<file path="config.mk">
export PLATFORM = sky130hd
export DESIGN_NAME = wall_renderer_flat
export DESIGN_NICKNAME = d
export VERILOG_FILES = /design/src/rtl/wall_pkg.sv /design/src/rtl/wall_renderer_if.sv /design/src/rtl/pixel_scan_counter.sv /design/src/rtl/wall_renderer.sv /design/src/flat_wrapper.sv
export SDC_FILE = /design/constraint.sdc
export NUM_CORES = 1
export LEC_CHECK = 0
export CAP_MARGIN = 20
export CORE_ASPECT_RATIO = 0.75
export CORE_UTILIZATION = 46
export DETAILED_ROUTE_END_ITERATION = 8
export HOLD_SLACK_MARGIN = 0.1
export PLACE_DENSITY = 0.65
export SYNTH_ARGS = -nofsm -noshare
export SYNTH_HDL_FRONTEND = slang
export SYNTH_SLANG_ARGS = --single-unit
</file>
<file path="constraint.sdc">
create_clock -name clk -period 3.52 [get_ports clk]
set_input_delay 0.88 -clock clk [delete_from_list [all_inputs] [get_ports clk]]
set_output_delay 0.88 -clock clk [all_outputs]
set_load 0.1 [all_outputs]
</file>
<file path="src/rtl/wall_pkg.sv">
// Shared constants, state encoding and helpers for the wall datapath, height generator
// and renderer.
package wall_pkg;

  localparam int unsigned SCREEN_W    = 160;
  localparam int unsigned SCREEN_H    = 120;
  localparam int unsigned WALL_WIDTH  = 4;
  localparam int unsigned HOLE_HEIGHT = 50;

  localparam logic [2:0] WALL_COLOUR = 3'b010;
  localparam logic [2:0] BG_COLOUR   = 3'b000;

  localparam int unsigned XW   = 8;
  localparam int unsigned YW   = 7;
  localparam int unsigned CW   = 3;
  localparam int unsigned ColW = $clog2(WALL_WIDTH);

  localparam logic [YW-1:0] HOLE_Y_MAX = YW'(SCREEN_H - HOLE_HEIGHT);

  typedef enum logic [1:0] {
    StIdle,
    StErase,
    StDraw,
    StFinish
  } wall_state_e;

  // Keeps the whole hole on screen.
  function automatic logic [YW-1:0] clamp_hole(input logic [YW-1:0] hy);
    return (hy > HOLE_Y_MAX) ? HOLE_Y_MAX : hy;
  endfunction

endpackage

</file>
<file path="src/rtl/wall_renderer_if.sv">
// Frame request and pixel-output bundle between a frame controller and the wall renderer.
interface wall_renderer_if;

  logic                       start;
  logic [wall_pkg::XW-1:0]    wall_x;
  logic [wall_pkg::YW-1:0]    hole_y;
  logic [wall_pkg::XW-1:0]    x;
  logic [wall_pkg::YW-1:0]    y;
  logic [wall_pkg::CW-1:0]    colour;
  logic                       plot;
  logic                       busy;
  logic                       done;

  modport master (
    output start, wall_x, hole_y,
    input  x, y, colour, plot, busy, done
  );

  modport slave (
    input  start, wall_x, hole_y,
    output x, y, colour, plot, busy, done
  );

endinterface

</file>
<file path="src/rtl/pixel_scan_counter.sv">
// Row-major scan over a WALL_WIDTH x SCREEN_H strip; column is the inner loop and the
// counter wraps to the origin after the last pixel.
module pixel_scan_counter
  import wall_pkg::*;
(
  input  logic            clk_i,
  input  logic            rst_ni,
  input  logic            clear_i,
  input  logic            en_i,
  output logic [ColW-1:0] col_o,
  output logic [YW-1:0]   row_o,
  output logic            last_o
);

  logic [ColW-1:0] col_q, col_d;
  logic [YW-1:0]   row_q, row_d;
  logic            col_last, row_last;

  assign col_last = (col_q == ColW'(WALL_WIDTH - 1));
  assign row_last = (row_q == YW'(SCREEN_H - 1));
  assign last_o   = col_last && row_last;
  assign col_o    = col_q;
  assign row_o    = row_q;

  always_comb begin
    col_d = col_q;
    row_d = row_q;
    if (clear_i) begin
      col_d = '0;
      row_d = '0;
    end else if (en_i) begin
      if (col_last) begin
        col_d = '0;
        row_d = row_last ? '0 : row_q + YW'(1);
      end else begin
        col_d = col_q + ColW'(1);
      end
    end
  end

  always_ff @(posedge clk_i) begin
    if (!rst_ni) begin
      col_q <= '0;
      row_q <= '0;
    end else begin
      col_q <= col_d;
      row_q <= row_d;
    end
  end

endmodule

</file>
<file path="src/rtl/wall_renderer.sv">
// Renders one frame of the wall: erases the previous wall strip, then draws the new one
// with its hole, emitting one registered pixel per cycle to the VGA adapter.
module wall_renderer
  import wall_pkg::*;
(
  input  logic           clk,
  input  logic           resetn,
  wall_renderer_if.slave bus
);

  wall_state_e     state_q;
  logic [XW-1:0]   cur_x_q, prev_x_q;
  logic [YW-1:0]   cur_hole_q;
  logic            prev_valid_q;
  logic            handoff_q;

  logic [XW-1:0]   x_q;
  logic [YW-1:0]   y_q;
  logic [CW-1:0]   colour_q;
  logic            plot_q, busy_q, done_q;

  logic [ColW-1:0] col;
  logic [YW-1:0]   row;
  logic            last;

  logic            scanning;
  logic            scan_clear;
  logic [XW-1:0]   base_x;
  logic [XW:0]     sum;
  logic            in_hole;
  logic            pix_plot;
  logic [CW-1:0]   pix_colour;

  pixel_scan_counter u_scan (
    .clk_i   (clk),
    .rst_ni  (resetn),
    .clear_i (scan_clear),
    .en_i    (scanning),
    .col_o   (col),
    .row_o   (row),
    .last_o  (last)
  );

  // The handoff cycle after ERASE emits nothing and restarts the scan for DRAW.
  always_comb begin
    scanning   = ((state_q == StErase) && !handoff_q) || (state_q == StDraw);
    scan_clear = (state_q == StIdle) || (state_q == StFinish) || handoff_q;
    base_x     = (state_q == StErase) ? prev_x_q : cur_x_q;
    sum        = {1'b0, base_x} + {{(XW + 1 - ColW){1'b0}}, col};
    in_hole    = (state_q == StDraw) && (row >= cur_hole_q) &&
                 (row < cur_hole_q + YW'(HOLE_HEIGHT));
    pix_plot   = scanning && (sum < (XW + 1)'(SCREEN_W)) && !in_hole;
    pix_colour = (state_q == StErase) ? BG_COLOUR : WALL_COLOUR;
  end

  always_ff @(posedge clk) begin
    if (!resetn) begin
      state_q      <= StIdle;
      cur_x_q      <= '0;
      prev_x_q     <= '0;
      cur_hole_q   <= '0;
      prev_valid_q <= 1'b0;
      handoff_q    <= 1'b0;
      x_q          <= '0;
      y_q          <= '0;
      colour_q     <= '0;
      plot_q       <= 1'b0;
      busy_q       <= 1'b0;
      done_q       <= 1'b0;
    end else begin
      done_q <= 1'b0;
      plot_q <= pix_plot;
      if (scanning) begin
        x_q      <= sum[XW-1:0];
        y_q      <= row;
        colour_q <= pix_colour;
      end

      unique case (state_q)
        StIdle: begin
          if (bus.start) begin
            cur_x_q    <= bus.wall_x;
            cur_hole_q <= clamp_hole(bus.hole_y);
            busy_q     <= 1'b1;
            state_q    <= prev_valid_q ? StErase : StDraw;
          end
        end
        StErase: begin
          if (handoff_q) begin
            handoff_q <= 1'b0;
            state_q   <= StDraw;
          end else if (last) begin
            handoff_q <= 1'b1;
          end
        end
        StDraw: begin
          if (last) begin
            done_q  <= 1'b1;
            state_q <= StFinish;
          end
        end
        StFinish: begin
          prev_x_q     <= cur_x_q;
          prev_valid_q <= 1'b1;
          busy_q       <= 1'b0;
          state_q      <= StIdle;
        end
        default: state_q <= StIdle;
      endcase
    end
  end

  assign bus.x      = x_q;
  assign bus.y      = y_q;
  assign bus.colour = colour_q;
  assign bus.plot   = plot_q;
  assign bus.busy   = busy_q;
  assign bus.done   = done_q;

endmodule

</file>
<file path="src/flat_wrapper.sv">
// flat-port wrapper written by rule: the top's interface ports become plain ports
module wall_renderer_flat import wall_pkg::*;
  (clk, resetn, bus_start, bus_wall_x, bus_hole_y, bus_x, bus_y, bus_colour, bus_plot, bus_busy, bus_done);
  wall_renderer_if bus_i ();
  input  logic clk;
  input  logic resetn;
  input wire logic [$bits(bus_i.start)-1:0] bus_start;
  input wire logic [$bits(bus_i.wall_x)-1:0] bus_wall_x;
  input wire logic [$bits(bus_i.hole_y)-1:0] bus_hole_y;
  output wire logic [$bits(bus_i.x)-1:0] bus_x;
  output wire logic [$bits(bus_i.y)-1:0] bus_y;
  output wire logic [$bits(bus_i.colour)-1:0] bus_colour;
  output wire logic [$bits(bus_i.plot)-1:0] bus_plot;
  output wire logic [$bits(bus_i.busy)-1:0] bus_busy;
  output wire logic [$bits(bus_i.done)-1:0] bus_done;
  assign bus_i.start = bus_start;
  assign bus_i.wall_x = bus_wall_x;
  assign bus_i.hole_y = bus_hole_y;
  assign bus_x = bus_i.x;
  assign bus_y = bus_i.y;
  assign bus_colour = bus_i.colour;
  assign bus_plot = bus_i.plot;
  assign bus_busy = bus_i.busy;
  assign bus_done = bus_i.done;
  wall_renderer u_core (.clk(clk), .resetn(resetn), .bus(bus_i));
endmodule
</file>
==> results of run 1 <==
power by group:
group / internal [mW] / leakage (nW) / total [mW] / switching [mW]
Clock: 0.209 / 0.0513 / 0.403 / 0.194
Sequential: 0.703 / 0.447 / 0.763 / 0.0598
Combinational: 0.290 / 0.748 / 0.976 / 0.685
Total: 1.20 / 1.25 / 2.14 / 0.940
worst max-delay path by stage:
| stage | slack [ns] | to |
|---|---|---|
| detailed placement | 1.09 | u_core.bus.x[4] |
| finish | 1.07 | u_core.bus.x[4] |
| global route | 0.87 | u_core.bus.x[4] |
| CTS | 1.08 | u_core.bus.x[4] |
| global placement | 1.12 | u_core.u_scan.row_o[3] |
| floorplan | 1.01 | u_core.bus.x[4] |
Yosys cell counts (2+ instances only):
library cell | n | area, um^2
a211oi_1 | 7 | 52.6
a21boi_0 | 2 | 15.0
a21oi_1 | 34 | 170
a31oi_1 | 3 | 18.8
and3_1 | 4 | 25.0
buf_2 | 5 | 25.0
buf_4 | 2 | 15.0
buf_6 | 2 | 22.5
clkbuf_1 | 9 | 33.8
dfxtp_1 | 55 | 1100
ha_1 | 22 | 275
inv_1 | 18 | 67.6
mux2_2 | 2 | 22.5
mux2i_1 | 15 | 150
nand2_1 | 58 | 218
nand3_1 | 6 | 30.0
nand3b_1 | 4 | 30.0
nor2_1 | 34 | 128
nor2b_1 | 2 | 12.5
nor3_1 | 8 | 40.0
nor4_1 | 2 | 12.5
o21ai_0 | 4 | 20.0
o21ai_1 | 2 | 10.0
o221a_2 | 2 | 22.5
or3_1 | 3 | 18.8
xnor2_1 | 10 | 87.6
kinds of logic (layout without fill, tap and decap cells):
kind of cell    after synthesis  after routing  synth area share (%)
flops                        55             55                  38.4
compound gates               67             67                  15.0
xor+xnor                     11             11                  3.36
fa+ha+maj                    23             23                  10.3
other cells                   1              2                 0.131
simple gates                129            129                  20.1
mux                          18             18                  6.80
buf+inv                      38             66                  5.97
critical path, cell delays in order (launching register included):
cell	delay, ns
dfxtp_1	0.37
inv_1	0.09
ha_1	0.22
mux2_2	0.24
ha_1	0.16
inv_1	0.05
fa_1	0.45
or3_1	0.41
a221oi_1	0.24
a21oi_1	0.07
nor2_1	0.10
sequential cells by signal, indices dropped and copies added, names as in the netlist, 2 cells and up:
signal and cells:
u_core.bus.y 7, u_core.bus.x 8, u_core.cur_hole_q 7, u_core.u_scan.row_o 7, u_core.u_scan.col_o 2, u_core.prev_x_q 8, u_core.state_q 2, u_core.cur_x_q 8
metal layers:
metal	up-vias	GRT usage [%]	share of wire [%]
met2	68	28.3	39
li1	1224	-	-
met4	0	3.76	0.42
met5	-	0	0
met3	2	4.14	5.4
met1	1027	29.5	55
cell type report:
cell class                 instances  area (um^2)
inverter                          19         71.3
tap                               78         97.6
multi-input combinational        250         1600
sequential                        55         1100
fill                             564         2600
timing repair buffer              40          343
clock inverter                     1         30.0
clock buffer                       6         72.6
stage by stage:
stage	setup slack (ns)	std cells	utilization, %	cell area [um^2]
2_1_floorplan	1.01	343	-	2870
3_3_place_gp	1.12	442	54.3	3210
3_5_place_dp	1.09	442	54.3	3210
4_1_cts	1.08	449	56.1	3320
5_1_grt	0.869	449	56.1	3320
6_report	1.07	449	56.1	3320
==> flow_summary.toml, run 1 <==
[floorplan]
die_h_um = 70.4
dieArea_um2 = 6560
core-area_um2 = 5920
fp-row-count = 24
start_util_pct = 48.5
die_w_um = 93.2
io_pins = 39

[cts]
clock_sinks = 55
holdBufCountCts = 0
htree_levels = 2
path_clk_slew_ns = 0.10
cts_buffer_depth = 2
cts_root_buffer = "clkbuf_8"
cts_tree = "yes"
cts_made_buffers = 5
clk_latency_ns = 0.30
cts_resized = 0
post_cts_buffers = 0

[timing]
fmax_mhz = 408
fin_setup_tns_ns = 0
final_max_slew_viol_count = 0
post-route-period-util_pct = 69.7
fin_worst_skew_ns = 0.00894
hold_slack_ns = 0.456
rsz0062_at_grt = "no"
max_slew_margin_pct = 51.7
setup-violations-final = 0
min_period_ns = 2.45
hold_violations = 0
max_slew.worst_pin.slew_ns = 0.724

[power_and_ir_drop]
fin_total_pwr_mw = 2.14
p_leak_nw = 1.25
p_per_area_nw_per_um2 = 646
ir_worst_vdd_v = 0.000385

[worst_setup_path]
critPathRequiredTime_ns = 3.76
worstSetupPathType = "flop to flop"
crit_start = "u_core.state_q[1]"
reg2reg_depth = 10
regToRegSetupSlack_ns = 1.07
worstPathArrival_ns = 2.70
start_kind = "flop"
cp_max_fo = 5
crit-reg2reg-capture = "u_core.bus.x[4]"
worstReg2RegStart = "u_core.state_q[1]"
cp-end-kind = "flop"

[min_path]
holdPathStages = 2
hold_end = "u_core.bus.y[3]"
min_path_type = "flop to flop"
min_from = "u_core.bus.y[3]"

[synth]
synth_cell_type_count = 53
synth_area_um2 = 2870
synthArstFlopShare_pct = 0
synth_ff_type = "dfxtp_1"
ys.warnings.count = 0
syn_inst = 342
synth.avg_cell_area_um2 = 8.39
synth-edff-count = 0
seq_area_frac_synth_pct = 38.4
synth-seq-cells = 55

[grt]
grt.overflow.total = 0
grt_pass1_wl_mm = 10.2
first_global_vias = 2180
grt_max_degree = 40
grt_antenna_before_repair = 0
grt_usage_pct = 19.5

[placed_design]
routabilityCongestion = 0.810
io_buffers = 36
post-dp-hpwl_mm = 4.44

[cells_and_area]
syn2layout_area_growth_pct = 15.6
drive_gt1_share_pct = 11.3
mostFrequentLayoutCells = "nand2_1, dfxtp_1, a21oi_1, nor2_1, buf_4"
final_common_cell = "nand2_1"
n_antenna_cell = 0
nNetsFinal = 412

[routing]
first_pass_iters = 4
vias_per_cell = 5.17
wl_mm = 5.99
drtIter0Drc = 79
drc = 0
route.vias.total = 2321
avgRoutedWirePerCell_um = 13.3
antenna_left = 0

[job]
maxCapViolCount = 0

[status]
outcome = "finished, final reports clean"
Power figures use the tool's default switching activity.
==> run 2: changes to the inputs <==
==> constraint.sdc (replaced) <==
create_clock -name clk -period 2.3 [get_ports clk]
set_input_delay 0.575 -clock clk [delete_from_list [all_inputs] [get_ports clk]]
set_output_delay 0.575 -clock clk [all_outputs]
set_load 0.1 [all_outputs]
==> run 2 against run 1 <==
Against the previous run: sequential share of layout area shrank 1.3 points; worst setup slack worse by 0.96 ns; clock skew decreased by 0.0020 ns; fmax grew 12%; count of clock-buffer cells in the layout stayed put; hold slack got worse by 0.00067 ns; register-to-register slack got worse by 0.96 ns; highest routed layer unchanged; die area did not move; core utilization rose by 2.4 points; sequential cell count stayed put; first-iteration DRC count grew 34%; global-route usage rose by 0.74 points.
==> flow_summary.toml, run 2 (synthesis results as in run 1) <==
[placed_design]
io_buffers = 36
place_area_um2 = 3330
post-dp-hpwl_mm = 4.69
dp_cells = 451
routabilityCongestion = 0.835

[power_and_ir_drop]
p_per_area_nw_per_um2 = 1020
power_frac_clock_pct = 21.4
ir_worst_vdd_v = 0.000479
p_leak_nw = 1.31
combPwrFrac_pct = 45.1
pwr-share-seq_pct = 33.5
p_int_mw = 2.01
swShare_pct = 42.8
p_sw_mw = 1.51

[cts]
cts_root_buffer = "clkbuf_8"
cts_made_buffers = 5
cts_buffer_depth = 2
path_clk_slew_ns = 0.10
htree_levels = 2
clock_sinks = 55
cts_resized = 0
holdBufCountCts = 0
clk_latency_ns = 0.31
post_cts_buffers = 0
cts_tree = "yes"

[grt]
grt_antenna_before_repair = 0
grt_pass1_wl_mm = 10.3
grt.overflow.total = 0
grt_max_degree = 40
first_global_vias = 2062
grt_usage_pct = 20.3

[worst_setup_path]
reg2reg_depth = 9
worstReg2RegStart = "u_core.state_q[1]"
cp_max_fo = 5
worstSetupPathType = "flop to flop"
cp-end-kind = "flop"
critPathRequiredTime_ns = 2.51
crit_start = "u_core.state_q[1]"
crit-reg2reg-capture = "u_core.bus.x[7]"
regToRegSetupSlack_ns = 0.11
cp-endpoint = "u_core.bus.x[7]"
start_kind = "flop"
worstPathArrival_ns = 2.40

[cells_and_area]
final_common_cell = "nand2_1"
final_cells = 459
drive_gt1_share_pct = 16.0
nNetsFinal = 421
final_area_um2 = 3460
syn2layout_area_growth_pct = 20.5
n_antenna_cell = 0
mostFrequentLayoutCells = "nand2_1, dfxtp_1, nor2_1"

[status]
outcome = "finished, final reports clean"

[timing]
rsz0062_at_grt = "no"
fmax_mhz = 456
final_max_slew_viol_count = 0
max_slew_margin_pct = 46.9
min_period_ns = 2.19
max_slew.worst_pin.slew_ns = 0.796
setup-violations-final = 0
hold_violations = 0
post-route-period-util_pct = 95.4
fin_worst_skew_ns = 0.00694

[floorplan]
die_w_um = 93.2
die_h_um = 70.4
dieArea_um2 = 6560
fp-row-count = 24
start_util_pct = 48.5
io_pins = 39
core-area_um2 = 5920

[job]
maxCapViolCount = 0

[routing]
avgRoutedWirePerCell_um = 13.7
antenna_left = 0
drtIter0Drc = 106
vias_per_cell = 5.24
wl_mm = 6.29
route.vias.total = 2407
first_pass_iters = 5
drc = 0

[min_path]
min_path_type = "flop to flop"
## run 2: cell count changes in the layout (fill, tap and decap cells not counted), sizes merged
cell    delta
buf        +9
bufinv     +1
## run 2: worst min path at each step
stage                               startpoint              endpoint  slack [ns]  cells past startpoint
after global placement         u_core.bus.y[2]       u_core.bus.y[2]        0.44                      2
final                          u_core.bus.x[0]       u_core.bus.x[0]        0.46                      2
after global routing           u_core.bus.y[6]       u_core.bus.y[6]        0.48                      2
after floorplan           u_core.cur_hole_q[6]  u_core.cur_hole_q[6]        0.44                      2
after detailed placement       u_core.bus.x[0]       u_core.bus.x[0]        0.45                      2
after CTS                      u_core.bus.x[3]       u_core.bus.x[3]        0.46                      2
## run 2: final cells by class
type,count,area (um^2)
fillers,563,2460
multi-input cells,250,1640
clock buffers,6,72.6
clock inverters,2,60.1
well taps,78,97.6
repair buffers,49,410
flip-flops and latches,55,1100
inverters,19,71.3
## run 2: routing by layer
metal,up-vias,share of wire (%),track usage [%]
met5,-,0,0
met4,0,0.84,5.13
met3,5,4.6,4.03
met2,60,40,27.9
met1,1105,55,31.6
li1,1237,-,-
## run 2: worst max-delay path, cell delays in order (launching register included)
cell	delay (ns)
dfxtp_2	0.35
inv_2	0.09
ha_4	0.16
mux2_2	0.35
ha_1	0.29
a21oi_2	0.08
nor2_4	0.09
nand2_1	0.07
or4_1	0.46
o2111a_1	0.14
## run 2: per-stage QoR
step                total power [mW]  setup TNS (ns)  worst slack, ns  hold WS [ns]  util (%)
finish                          3.52               0            0.106         0.455      58.5
global route                    3.74               0           0.0300         0.482      58.5
CTS                             3.54               0            0.123         0.461      58.5
detailed placement              2.79               0            0.138         0.447      56.2
global placement                2.76               0            0.184         0.440      56.2
floorplan                       2.43         -0.0182          -0.0182         0.436         -
## run 2: power groups by stage
stage	Sequential, mW	Combinational, mW	Clock (mW)
after floorplan	1.56	0.865	0
after global placement	1.20	1.56	0
after detailed placement	1.20	1.59	0
after CTS	1.18	1.59	0.766
after global routing	1.20	1.73	0.812
final	1.18	1.58	0.754
==> run 3: changes to the inputs <==
--- a/config.mk
+++ b/config.mk
@@ -5,7 +5,6 @@
 export SDC_FILE = /design/constraint.sdc
 export NUM_CORES = 1
 export LEC_CHECK = 0
-export CAP_MARGIN = 20
 export CORE_ASPECT_RATIO = 0.75
 export CORE_UTILIZATION = 46
 export DETAILED_ROUTE_END_ITERATION = 8
==> constraint.sdc (replaced) <==
create_clock -name clk -period 2.3 [get_ports clk]
set_input_delay 0.46 -clock clk [delete_from_list [all_inputs] [get_ports clk]]
set_output_delay 0.46 -clock clk [all_outputs]
set_load 0.1 [all_outputs]
==> run 3 against run 2 <==
Against the previous run: power is 4.6% lower; clock power fell by 18%; register-to-register slack improved by 0.02 ns; global-route usage is 0.13 points lower; hold slack better by 0.00090 ns; combinational power is essentially flat; sequential power about the same; sequential cell count unchanged; cell count fell by 0.65%; clock skew increased by 0.0065 ns; largest cell class unchanged; highest routed layer unchanged.
==> flow_summary.toml, run 3 (synthesis results as in run 1) <==
[grt]
first_global_vias = 2095
grt.overflow.total = 0
grt_antenna_before_repair = 0
grt_pass1_wl_mm = 10.4
grt_usage_pct = 20.1
grt_max_degree = 40

[timing]
post-route-period-util_pct = 94.5
hold_violations = 0
hold_slack_ns = 0.456
min_period_ns = 2.17
max_slew.worst_pin.slew_ns = 0.724
rsz0062_at_grt = "no"
max_slew_margin_pct = 51.7
final_max_slew_viol_count = 0
fin_ws_ns = 0.126
fmax_mhz = 460
fin_worst_skew_ns = 0.0135
setup-violations-final = 0

[floorplan]
dieArea_um2 = 6560
die_w_um = 93.2
core-area_um2 = 5920
die_h_um = 70.4
io_pins = 39
fp-row-count = 24
start_util_pct = 48.5

[worst_setup_path]
path_cells = "inv_2 > ha_4 > mux2_4 > ha_4 > inv_2 > fa_2 > or3_1 > a221oi_2 > a21oi_1 > nor2_1"
cp_top_family = "adder cells"
cp-end-kind = "flop"
worstSetupPathType = "flop to flop"
critPathMaxStageDelay_ns = 0.39
slowest_stage = "fa_2"
reg2reg_depth = 10
worstReg2RegStart = "u_core.state_q[1]"
critPathRequiredTime_ns = 2.55
start_kind = "flop"
worstPathArrival_ns = 2.42
cp_max_fo = 5
regToRegSetupSlack_ns = 0.13
crit_buf_inv = 2
crit-reg2reg-capture = "u_core.bus.x[4]"

[placed_design]
io_buffers = 36
post-dp-hpwl_mm = 4.61
routabilityCongestion = 0.865
place_worst_setup_slack_ns = 0.141
dp_cells = 449

[power_and_ir_drop]
swShare_pct = 43.8
p_sw_mw = 1.47
p_int_mw = 1.88
pwr-share-seq_pct = 35.3
ir_worst_vdd_v = 0.000845
power_frac_clock_pct = 18.5
combPwrFrac_pct = 46.2
p_per_area_nw_per_um2 = 983
p_leak_nw = 1.28

[routing]
vias_per_cell = 5.17
route.vias.total = 2356
wl_mm = 6.16
avgRoutedWirePerCell_um = 13.5
drc = 0
antenna_left = 0
drtIter0Drc = 102
first_pass_iters = 4

[cts]
clock_sinks = 55
holdBufCountCts = 0
htree_levels = 2
cts_made_buffers = 5
cts_resized = 0
path_clk_slew_ns = 0.10
clk_latency_ns = 0.30
post_cts_buffers = 0
cts_root_buffer = "clkbuf_8"
cts_tree = "yes"
cts_buffer_depth = 2

[min_path]
hold_end = "u_core.bus.x[3]"
min_path_type = "flop to flop"
holdPathStages = 2
min_from = "u_core.bus.x[3]"

[cells_and_area]
final_cells = 456
multi_input_area_um2 = 1640
nNetsFinal = 419
seqCellArea_um2 = 1100
drive_gt1_share_pct = 15.3
mostFrequentLayoutCells = "nand2_1, dfxtp_1, nor2_1"
syn2layout_area_growth_pct = 18.9
final_common_cell = "nand2_1"
nFillCells = 570
n_antenna_cell = 0

[status]
outcome = "finished, final reports clean"

[job]
maxCapViolCount = 0
[run 3: cell types whose count changed in the layout (fill, tap and decap cells not counted), sizes merged]
| cell | previous run | this run |
|---|---|---|
| bufinv | 2 | 1 |
| buf | 32 | 30 |
[run 3: how the worst max path moves through the flow]
| stage | from | endpoint | slack (ns) | depth (start not counted) |
|---|---|---|---|---|
| 3_3_place_gp | u_core.state_q[1] | u_core.bus.x[4] | 0.19 | 10 |
| 2_1_floorplan | u_core.state_q[1] | u_core.bus.x[4] | -0.02 | 12 |
| 5_1_grt | u_core.state_q[1] | u_core.bus.x[4] | 0.03 | 10 |
| 6_report | u_core.state_q[1] | u_core.bus.x[4] | 0.13 | 10 |
| 3_5_place_dp | u_core.state_q[1] | u_core.bus.x[4] | 0.14 | 10 |
| 4_1_cts | u_core.state_q[1] | u_core.bus.x[4] | 0.13 | 10 |
[run 3: power by group through the flow]
stage	Sequential, mW	Clock, mW	Combinational [mW]
2_1_floorplan	1.56	0	0.865
3_3_place_gp	1.20	0	1.54
3_5_place_dp	1.21	0	1.55
4_1_cts	1.19	0.634	1.56
5_1_grt	1.20	0.675	1.70
6_report	1.18	0.622	1.55
[run 3: layout make-up]
| type | instances | area share (%) |
|---|---|---|
| multi-input combinational | 250 | 48.1 |
| sequential | 55 | 32.3 |
| timing repair buffer | 47 | 11.6 |
| tap | 78 | 2.86 |
| clock buffer | 6 | 2.13 |
| inverter | 19 | 2.09 |
| clock inverter | 1 | 0.880 |
[run 3: metal layers]
layer / vias to the layer above / global-route usage [%] / wire [um]
met4: 0 / 3.08 / 25
li1: 1243 / - / -
met2: 59 / 28.3 / 2340
met1: 1049 / 31.8 / 3560
met5: - / 0 / 0
met3: 5 / 3.92 / 238
[run 3: per-stage QoR]
step	setup TNS [ns]	instance area, um^2	utilization (%)	total power [mW]
floorplan	-0.0182	2920	-	2.43
global placement	0	3310	56.0	2.73
detailed placement	0	3310	56.0	2.75
CTS	0	3410	57.7	3.38
global route	0	3410	57.7	3.58
finish	0	3410	57.7	3.36
[run 3: tightest hold or removal path, stage by stage, from the launching register on]
cell     delay [ns]
dfxtp_1        0.32
nand2_1        0.05
a21oi_1        0.05
